`src/rtl/counter_ram_scan.sv`:
```
// Address-sequencing read block: a 4-mode universal register (load / shift
// right / shift left / count by STEP) addresses a register-file RAM read combinationally.
module counter_ram_scan #(
  parameter int ADDR_W = 4,
  parameter int DATA_W = 8,
  parameter int STEP   = 4
) (
  input  logic              clk,
  input  logic              reset,
  input  logic              en,
  input  logic [1:0]        s,
  input  logic [ADDR_W-1:0] data_in,
  input  logic              SISR,
  input  logic              SISL,
  input  logic              wr_en,
  input  logic [ADDR_W-1:0] wr_addr,
  input  logic [DATA_W-1:0] wr_data,
  output logic [ADDR_W-1:0] addr_out,
  output logic [DATA_W-1:0] data_out
);

  localparam int DEPTH = 2 ** ADDR_W;

  typedef enum logic [1:0] {
    M_LOAD = 2'b00,
    M_SHR  = 2'b01,
    M_SHL  = 2'b10,
    M_CNT  = 2'b11
  } mode_e;

  logic [ADDR_W-1:0]             r_a;
  logic [ADDR_W-1:0]             w_a_nxt;
  logic [DEPTH-1:0][DATA_W-1:0]  r_mem;
  mode_e                         w_mode;

  assign w_mode = mode_e'(s);

  always_comb begin
    w_a_nxt = r_a;
    if (en) begin
      unique case (w_mode)
        M_LOAD: w_a_nxt = data_in;
        M_SHR:  w_a_nxt = {SISR, r_a[ADDR_W-1:1]};
        M_SHL:  w_a_nxt = {r_a[ADDR_W-2:0], SISL};
        M_CNT:  w_a_nxt = r_a + ADDR_W'(STEP);  // wraps silently
        default: w_a_nxt = r_a;
      endcase
    end
  end

  always_ff @(posedge clk or negedge reset) begin
    if (!reset) r_a <= '0;
    else        r_a <= w_a_nxt;
  end

  // Whole table clears on reset, so storage is flops rather than a RAM macro.
  always_ff @(posedge clk or negedge reset) begin
    if (!reset)     r_mem <= '0;
    else if (wr_en) r_mem[wr_addr] <= wr_data;
  end

  assign addr_out = r_a;
  assign data_out = r_mem[r_a];

endmodule

```
`config.mk`:
```
export PLATFORM = sky130hd
export DESIGN_NAME = counter_ram_scan
export DESIGN_NICKNAME = d
export VERILOG_FILES = /design/src/rtl/counter_ram_scan.sv
export SDC_FILE = /design/constraint.sdc
export NUM_CORES = 1
export LEC_CHECK = 0
export ABC_CLOCK_PERIOD_IN_PS = 4900
export CELL_PAD_IN_SITES_DETAIL_PLACEMENT = 1
export CELL_PAD_IN_SITES_GLOBAL_PLACEMENT = 1
export CORE_MARGIN = 4
export CORE_UTILIZATION = 48
export CTS_BUF_LIST = sky130_fd_sc_hd__clkbuf_16
export DETAILED_ROUTE_END_ITERATION = 6
export DONT_BUFFER_PORTS = 1
export PLACE_DENSITY = 0.75
export SYNTH_ARGS = -nofsm -noshare
export SYNTH_HDL_FRONTEND = slang
export SYNTH_SLANG_ARGS = --single-unit
export TNS_END_PERCENT = 10
```
`constraint.sdc`:
```
create_clock -name clk -period 4.9 [get_ports clk]
set_input_delay 0.98 -clock clk [delete_from_list [all_inputs] [get_ports clk]]
set_output_delay 0.98 -clock clk [all_outputs]
set_load 0.05 [all_outputs]
```
Yosys cells after proc, flatten, opt, wreduce, memory -nomap -nowiden
Cells that the tools add are included.
{"block": "totals", "input_bits": 24, "word_cells": 32, "register_bits": 132, "output_inout_bits": 12}
{"block": "classes", "n_addsub": 1, "eq_ne": 3, "reduce_logical": 2, "magnitude_cmp": 3, "muxes": 6}
{"cell": "$bwmux W128", "n": 1}
{"cell": "$bmux W8 S4", "n": 1}
{"cell": "$demux W8 S4", "n": 1}
{"cell": "$mux W8", "n": 2}
{"cell": "$pmux W4 S4", "n": 1}
{"cell": "$lt A4 B5 Y1 const B", "n": 2}
{"cell": "$add A4 B3 Y4 const B", "n": 1}
{"cell": "$eq A2 B2 Y1 const B", "n": 2}
{"cell": "$ge A4 B1 Y1 const B", "n": 1}
{"cell": "$eq A2 B1 Y1 const B", "n": 1}
{"cell": "$logic_not A2 Y1", "n": 1}
{"cell": "$logic_and A1 B1 Y1", "n": 1}

Longest topological paths before layout
Gate-level depths: netlist (run 1).
{"block": "logic_depth", "depth_word": 5, "ltp_mapped": 6, "ltp_nobuf": 4}

Least setup slack after synthesis (run 1)
OpenSTA, ideal clock, no wires.
{"block": "synth_timing", "kind": "reg2out", "startpoint": "reg r_a[0] (netlist: addr_out[0])", "endpoint": "out data_out[4]", "slack_ns": 1.820, "required_ns": 3.920, "path_stages_with_launch": 6, "t_arrival_ns": 2.100, "path_buffers": 2, "cell_sequence": "dfrtp_1 > buf_4 > buf_2 > mux4_2 > a22oi_1 > nand2_1"}
{"block": "synth_between", "elab_chain_cells": 2}
{"item": "from (decl)", "line_no": "31", "source": "logic [ADDR_W-1:0] r_a;"}
{"item": "from (signal assigned)", "line_no": "53", "source": "else r_a <= w_a_nxt;"}
{"item": "$bmux W8 S4", "line_no": "63", "source": "assign data_out = r_mem[r_a];"}
{"item": "$mux W8 (not written as such)", "line_no": "63"}
{"item": "to (decl)", "line_no": "19", "source": "output logic [DATA_W-1:0] data_out"}
Every way passes these cells. The select of a mux whose other input is x is not followed.

Worst setup path in the final report (run 1)
{"block": "layout_timing", "startpoint": "reg r_a[0] (netlist: addr_out[0])", "endpoint": "out data_out[3]"}
Same word-level chain as after synthesis.

==> metrics.txt, run 1 <==
main combinational cell family by area after synthesis multiplexers; Pwr per Cell Area just over 500 nW/um^2; Crit path largest cell delay ~0.76 ns; clock skew between 0.003 and 0.004 ns; first-pass GRT wire length roughly 23000 um; XOR/XNOR Fraction of Synth Area 0%; TritonCTS Buffers 17; VDD IR max ~0.38 mV; Detailed Routing Iterations Pass 1 4; Synth Area in Adders 0%; die area 14800 sq um; logic gate share of total power 22.0%; Max Freq ~270 MHz; routed vias/inst 6.10; H-tree depth 4; worst-skew pair later-pin latency between 0.4 and 0.5 ns; leakage power 0.00288 uW; clock power share about a third; Worst Setup Slack, final between 1 and 1.5 ns; core region area 12600 sq um; Routed wire per std cell between 20 and 30 um; die height between 100 and 150 um; I/O Buffers 0; fin cells roughly 570; WS Path Type reg2out; Layout area overhead 9.94%; number of global-route vias before repair between 3000 and 4000; I/O pin total 36; Syn Std Cell Area between 6000 and 7000 sq um; Max-cap violations 0; Synth cell types 30; Worst-Margin Slew 1.15 ns; final wirelength 14700 um; Setup crit end kind output port; fin crit share approximately three quarters; # DRC 0; final hold violation count 0; setup repair bufs after CTS 0; Max-slew headroom between 20% and 30%; Hold Path Class in2async; WP buf/inv 1; Post-DP HPWL slightly above 9000 um; crit-path leading delay family flip-flops; switching power of the nets 969 uW; final setup TNS 0 ns; min Tclk post-route 3.72 ns; vias between 3000 and 4000; # nets final approximately 420; synth warn 0; syn avg cell area roughly 16 sq um; multiplexer area fraction after synthesis a little over a third; total power between 3000 and 4000 uW; GPL Wtd Cong 0.734; CTS tree built; global route overflow 0; Synth Net Count approximately 420; Place WS ~1.6 ns; register bit total from synthesis around 130; Worst Setup Start Kind flop; initial antenna violation count 0; Seq pwr share 44.6%; Crit path required time between 3 and 4 ns; Clock transition at path regs approximately 0.050 ns; Longest Clk Path Bufs 2; Synth Area in Simple Gates under 10%; crit path cell chain buf_4, mux4_2, a22oi_1, nand2_1; Post-CTS Hold Fix Bufs 0; Arr. time, crit path roughly 2.7 ns; # resized after CTS 0; gr usage total a little over a fifth; P_int 2470 uW; run status complete, no violations; share of layout cells above drive strength 1 roughly 52%; Synth Area in Compound Gates just under 3%; Initial Utilization between 40% and 50%; final core occ approximately 54%; final setup vio count 0; RSZ-0062 raised after global routing false; post-route ant nets 0; Slowest-stage cell, CP dfrtp_2; Max Transition Viols Final 0; CTS sink count about 130; Post-Synthesis Cells ~400; Root Buffer clkbuf_16; diode count 0; 1st-iter DRT viols about 200; Die W 122 um; largest net degree at the start of global routing 133; FP Rows ~40; dpl cells about 550; Net Sw Frac 28.2%; CP max FO 13; register area share after synthesis a little over half
## sequential cells by signal, indices dropped and copies added (netlist names)
signal	cells
addr_out	4
r_mem	128
## per-layer routing
| metal | share of wire, % | vias up | GRT usage (%) |
|---|---|---|---|
| met5 | 0 | - | 0 |
| met4 | 2.3 | 0 | 8.61 |
| met3 | 5.2 | 26 | 6.73 |
| met2 | 51 | 75 | 35.2 |
| met1 | 42 | 1924 | 27.9 |
| li1 | - | 1478 | - |
## metrics by stage
step | hold WS [ns] | instance area, sq um
floorplan | 0.474 | 6190
global placement | 0.483 | 6280
detailed placement | 0.491 | 6280
CTS | 0.244 | 6810
global route | 0.235 | 6810
finish | 0.254 | 6810
## layout by cell type (no fill, tap or decap), drive strengths merged
cell type / Yosys / layout
nand3: 2 / 2
and2b: 1 / 1
o32ai: 1 / 1
o22ai: 2 / 2
nand2: 14 / 14
nor4: 1 / 1
mux4: 33 / 33
a22oi: 16 / 16
nor2b: 2 / 2
inv: 2 / 6
nor3: 6 / 6
clkbuf: 13 / 17
a21oi: 4 / 4
a31o: 1 / 1
or4: 1 / 1
nand2b: 6 / 6
nor2: 10 / 10
or3: 2 / 2
dfrtp: 132 / 132
buf: 12 / 3
o21ai: 2 / 2
mux2: 130 / 130
and2: 1 / 1
clkinv: 0 / 6
bufinv: 0 / 2
mux2i: 1 / 1
## logic make-up (layout without fill, tap and decap cells)
kind of cell	count (synthesis)	count (layout)
multiplexers	164	164
flip-flops	132	132
AND/OR/NAND/NOR	46	46
buffers and inverters	27	34
AO/OA/AOI/OAI	26	26
## synthesized netlist by cell type
| library cell | number | share of area (%) |
|---|---|---|
| o21ai_0 | 2 | 0.16 |
| o22ai_1 | 2 | 0.20 |
| buf_1 | 1 | 0.061 |
| inv_1 | 2 | 0.12 |
| or4_4 | 1 | 0.18 |
| mux2i_1 | 1 | 0.16 |
| buf_6 | 6 | 1.1 |
| nor2_1 | 4 | 0.24 |
| or3_1 | 2 | 0.20 |
| mux2_4 | 9 | 2.2 |
| and2b_1 | 1 | 0.12 |
| nand3_1 | 2 | 0.16 |
| and2_1 | 1 | 0.10 |
| mux4_2 | 33 | 12 |
| nand2_1 | 14 | 0.85 |
| nor2_2 | 6 | 0.61 |
| clkbuf_1 | 13 | 0.79 |
| o32ai_1 | 1 | 0.14 |
| nor2b_1 | 2 | 0.20 |
| nor4_4 | 1 | 0.34 |
| buf_2 | 2 | 0.16 |
| dfrtp_1 | 132 | 53 |
| nand2b_4 | 2 | 0.44 |
| buf_4 | 3 | 0.36 |
| a21oi_1 | 4 | 0.32 |
| nor3_2 | 6 | 0.97 |
| a22oi_1 | 16 | 1.9 |
| a31o_2 | 1 | 0.14 |
| mux2_2 | 121 | 22 |
| nand2b_1 | 4 | 0.40 |
## worst paths after layout
kind / start / to / slack, ns / depth (start not counted)
worst max-delay path: addr_out[0] / data_out[3] / 1.18 / 4
worst min-delay path: reset / r_mem[89] / 0.25 / 0
worst max register to register: addr_out[1] / addr_out[0] / 3.16 / 4
worst min register to register: r_mem[62] / r_mem[62] / 0.50 / 1
max in group asynchronous: reset / r_mem[46] / 4.47 / 0
min in group clk: r_mem[62] / r_mem[62] / 0.50 / 1
## cell type report
cell class / instances / area (sq um)
clock buffer: 17 / 425
clock inverter: 12 / 103
fill: 1186 / 5810
inverter: 2 / 7.51
multi-input combinational: 236 / 2730
sequential: 132 / 3310
tap: 172 / 215
timing repair buffer: 3 / 22.5
## worst reg2reg max path: cells and delay by family (launching register included)
| family | cells | cell delay [ns] |
|---|---|---|
| simple gates | 1 | 0.14 |
| mux | 1 | 0.06 |
| buf+inv | 1 | 0.38 |
| compound gates | 1 | 0.16 |
| flops | 1 | 0.92 |
## power by group through the flow
stage | logic [uW] | registers, uW | clock network (uW)
after floorplan | 682 | 1460 | 0
after global placement | 738 | 1520 | 0
after detailed placement | 760 | 1540 | 0
after CTS | 768 | 1530 | 1170
after global routing | 812 | 1570 | 1230
final | 757 | 1530 | 1150
No activity file was read; power rests on OpenSTA's default activity.
==> run 2: changes to the inputs <==
Settings changed: ABC_CLOCK_PERIOD_IN_PS 4900 to 3300, PLACE_DENSITY 0.75 to 0.78.
Clock period 4.9 ns to 3.3 ns, I/O delays scaled along.
==> metrics.txt, run 2 (same netlist as run 1, synthesis figures left out) <==
number of global-route vias before repair 4037 (+3.5%); I/O Buffers 0 (unchanged); switching power of the nets 1550 uW (+60%); WS Path Type reg2out; Largest Register r_mem; routed vias/inst 5.98 (-2.0%); worst r2r path cells 4 (unchanged); vias 3494 (-0.26%); TritonCTS Buffers 17 (unchanged); CP startpoint addr_out[1]; P_int 3730 uW (+51%); final wirelength 14800 um (+1.2%); leakage power 0.00292 uW (+1.2%); min Tclk post-route around 3.1 ns; Initial Utilization 49.1% (unchanged); gr usage total 22.3% (+0.46 points); met2 WL 7840 um (+5.8%); most frequent cells in the layout 130 x dfrtp_1, 121 x mux2_2, 33 x mux4_2; worst-skew pair later-pin latency 0.42 ns (about the same); final hold violation count 132 (+132); logic gate share of total power 22.6% (+0.6 points); run status complete, but fails checks; Die W 122 um (unchanged); setup repair bufs after CTS 0 (unchanged); Max Transition Viols Final 0 (unchanged); Setup crit end kind output port; Max Freq between 300 and 400 MHz; Min Hold Slack -0.0664 ns (-0.320 ns); clock power share 35.0% (+1.6 points); Post-DP HPWL 9430 um (+1.3%); die height 122 um (unchanged); failing checks hold timing; post-route ant nets 0 (unchanged); Detailed Routing Iterations Pass 1 4 (unchanged); Max-cap violations 0 (unchanged); Worst Setup Slack, final 0.157 ns (-1.02 ns); most common cell after layout, fill and taps aside dfrtp_1; 1st-iter DRT viols 155 (-23%); internal reg-to-reg setup slack 1.44 ns (-1.72 ns); # nets final 423 (+1.7%); die area 14800 sq um (unchanged); Largest register FFs 128 (unchanged); WL met1 5980 um (-2.9%); largest net degree at the start of global routing 133 (unchanged); # DRC 0 (unchanged); crit path cell chain mux4_2, a22oi_1, nand2_1; Net Sw Frac 29.3% (+1.1 points); H-tree depth 4 (unchanged); Crit path required time 2.64 ns (-1.28 ns); GPL Wtd Cong 0.761 (+3.6%); fin crit share 95.2%; register area 3310 sq um (unchanged); Clock transition at path regs 0.06 ns (about the same); RSZ-0062 raised after global routing false; Worst Setup Start Kind flop; diode count 0 (unchanged); Root Buffer clkbuf_16; Crit path largest cell delay 0.96 ns (+0.20 ns); CP max FO 34 (+21); Max-slew headroom 29.3% (+6.6 points); FP Rows 41 (unchanged); Worst-Margin Slew 1.06 ns (-0.0986 ns); I/O pin total 36 (unchanged); Routed wire per std cell 25.4 um (-0.52%); CTS sink count 132 (unchanged); initial antenna violation count 0 (unchanged); Routed met3 length 771 um (+1.4%); Layout area overhead 11.9%; core region area 12600 sq um (unchanged); Place WS 0.577 ns (-1.00 ns); Max Used Layer met4; final setup TNS 0 ns (unchanged); clock skew 0.000961 ns (-0.00209 ns); Slowest-stage cell, CP dfrtp_2; Hold Path Class in2async; final setup vio count 0 (unchanged); VDD IR max 0.533 mV (+39%); # resized after CTS 0 (unchanged); Longest Clk Path Bufs 2 (unchanged); Pwr per Cell Area 762 nW/um^2 (+51%); Arr. time, crit path 2.48 ns (-0.26 ns); fillers 1197 (+0.93%); origin of the critical flop-to-flop path addr_out[1]; worst flop-to-flop path endpoint addr_out[2]; global route overflow 0 (unchanged); CTS tree built; share of layout cells above drive strength 1 53.9% (+2.1 points); area occupied by multi-input gates 2730 sq um (unchanged); Seq pwr share 42.4% (-2.2 points); first-pass GRT wire length 23800 um (+1.4%)
-- run 2: cell types whose count changed in the layout (fill, tap and decap cells not counted), sizes merged --
cell / change
buf: +7
clkinv: +1
clkinvlp: +4
inv: -2
-- run 2: worst max-delay path by stage --
stage / to / slack [ns] / cells after the start
2_1_floorplan: data_out[4] / 0.54 / 5
3_3_place_gp: data_out[0] / 0.59 / 3
3_5_place_dp: data_out[0] / 0.58 / 3
4_1_cts: data_out[0] / 0.10 / 3
5_1_grt: data_out[0] / 0.09 / 3
6_report: data_out[0] / 0.16 / 3
-- run 2: per-stage QoR --
step	util, %	instance area [sq um]	hold slack [ns]	power, uW	std cells
6_report	54.9	6930	-0.0664	5280	584
5_1_grt	54.9	6930	-0.0915	5530	584
4_1_cts	54.9	6930	-0.0912	5340	584
3_5_place_dp	50.3	6350	0.370	3460	552
3_3_place_gp	50.3	6350	0.369	3370	552
2_1_floorplan	-	6190	0.364	3190	395
-- run 2: cell type report --
cell class,count,area share [%]
repair buffers,10,1.26
clock buffers,17,6.14
well taps,172,3.11
multi-input cells,236,39.4
flip-flops and latches,132,47.7
inverters,2,0.108
clock inverters,15,2.29
-- run 2: worst max-delay path: cells and delay by family, from the launching register on --
family	cells	cell delay, ns
compound gates	1	0.29
flops	1	0.96
mux	1	0.41
simple gates	1	0.38
-- run 2: layer usage --
metal / vias to the layer above / track usage (%)
met3: 19 / 7.06
li1: 1494 / -
met2: 76 / 38.1
met5: - / 0
met1: 1905 / 26.8
met4: 0 / 7.84
-- run 2: power groups by stage --
stage                     clock network [uW]  logic [uW]  registers, uW
after floorplan                            0        1010           2170
after global placement                     0        1150           2220
after detailed placement                   0        1200           2250
after CTS                               1890        1210           2240
after global routing                    1970        1280           2280
final                                   1850        1190           2240
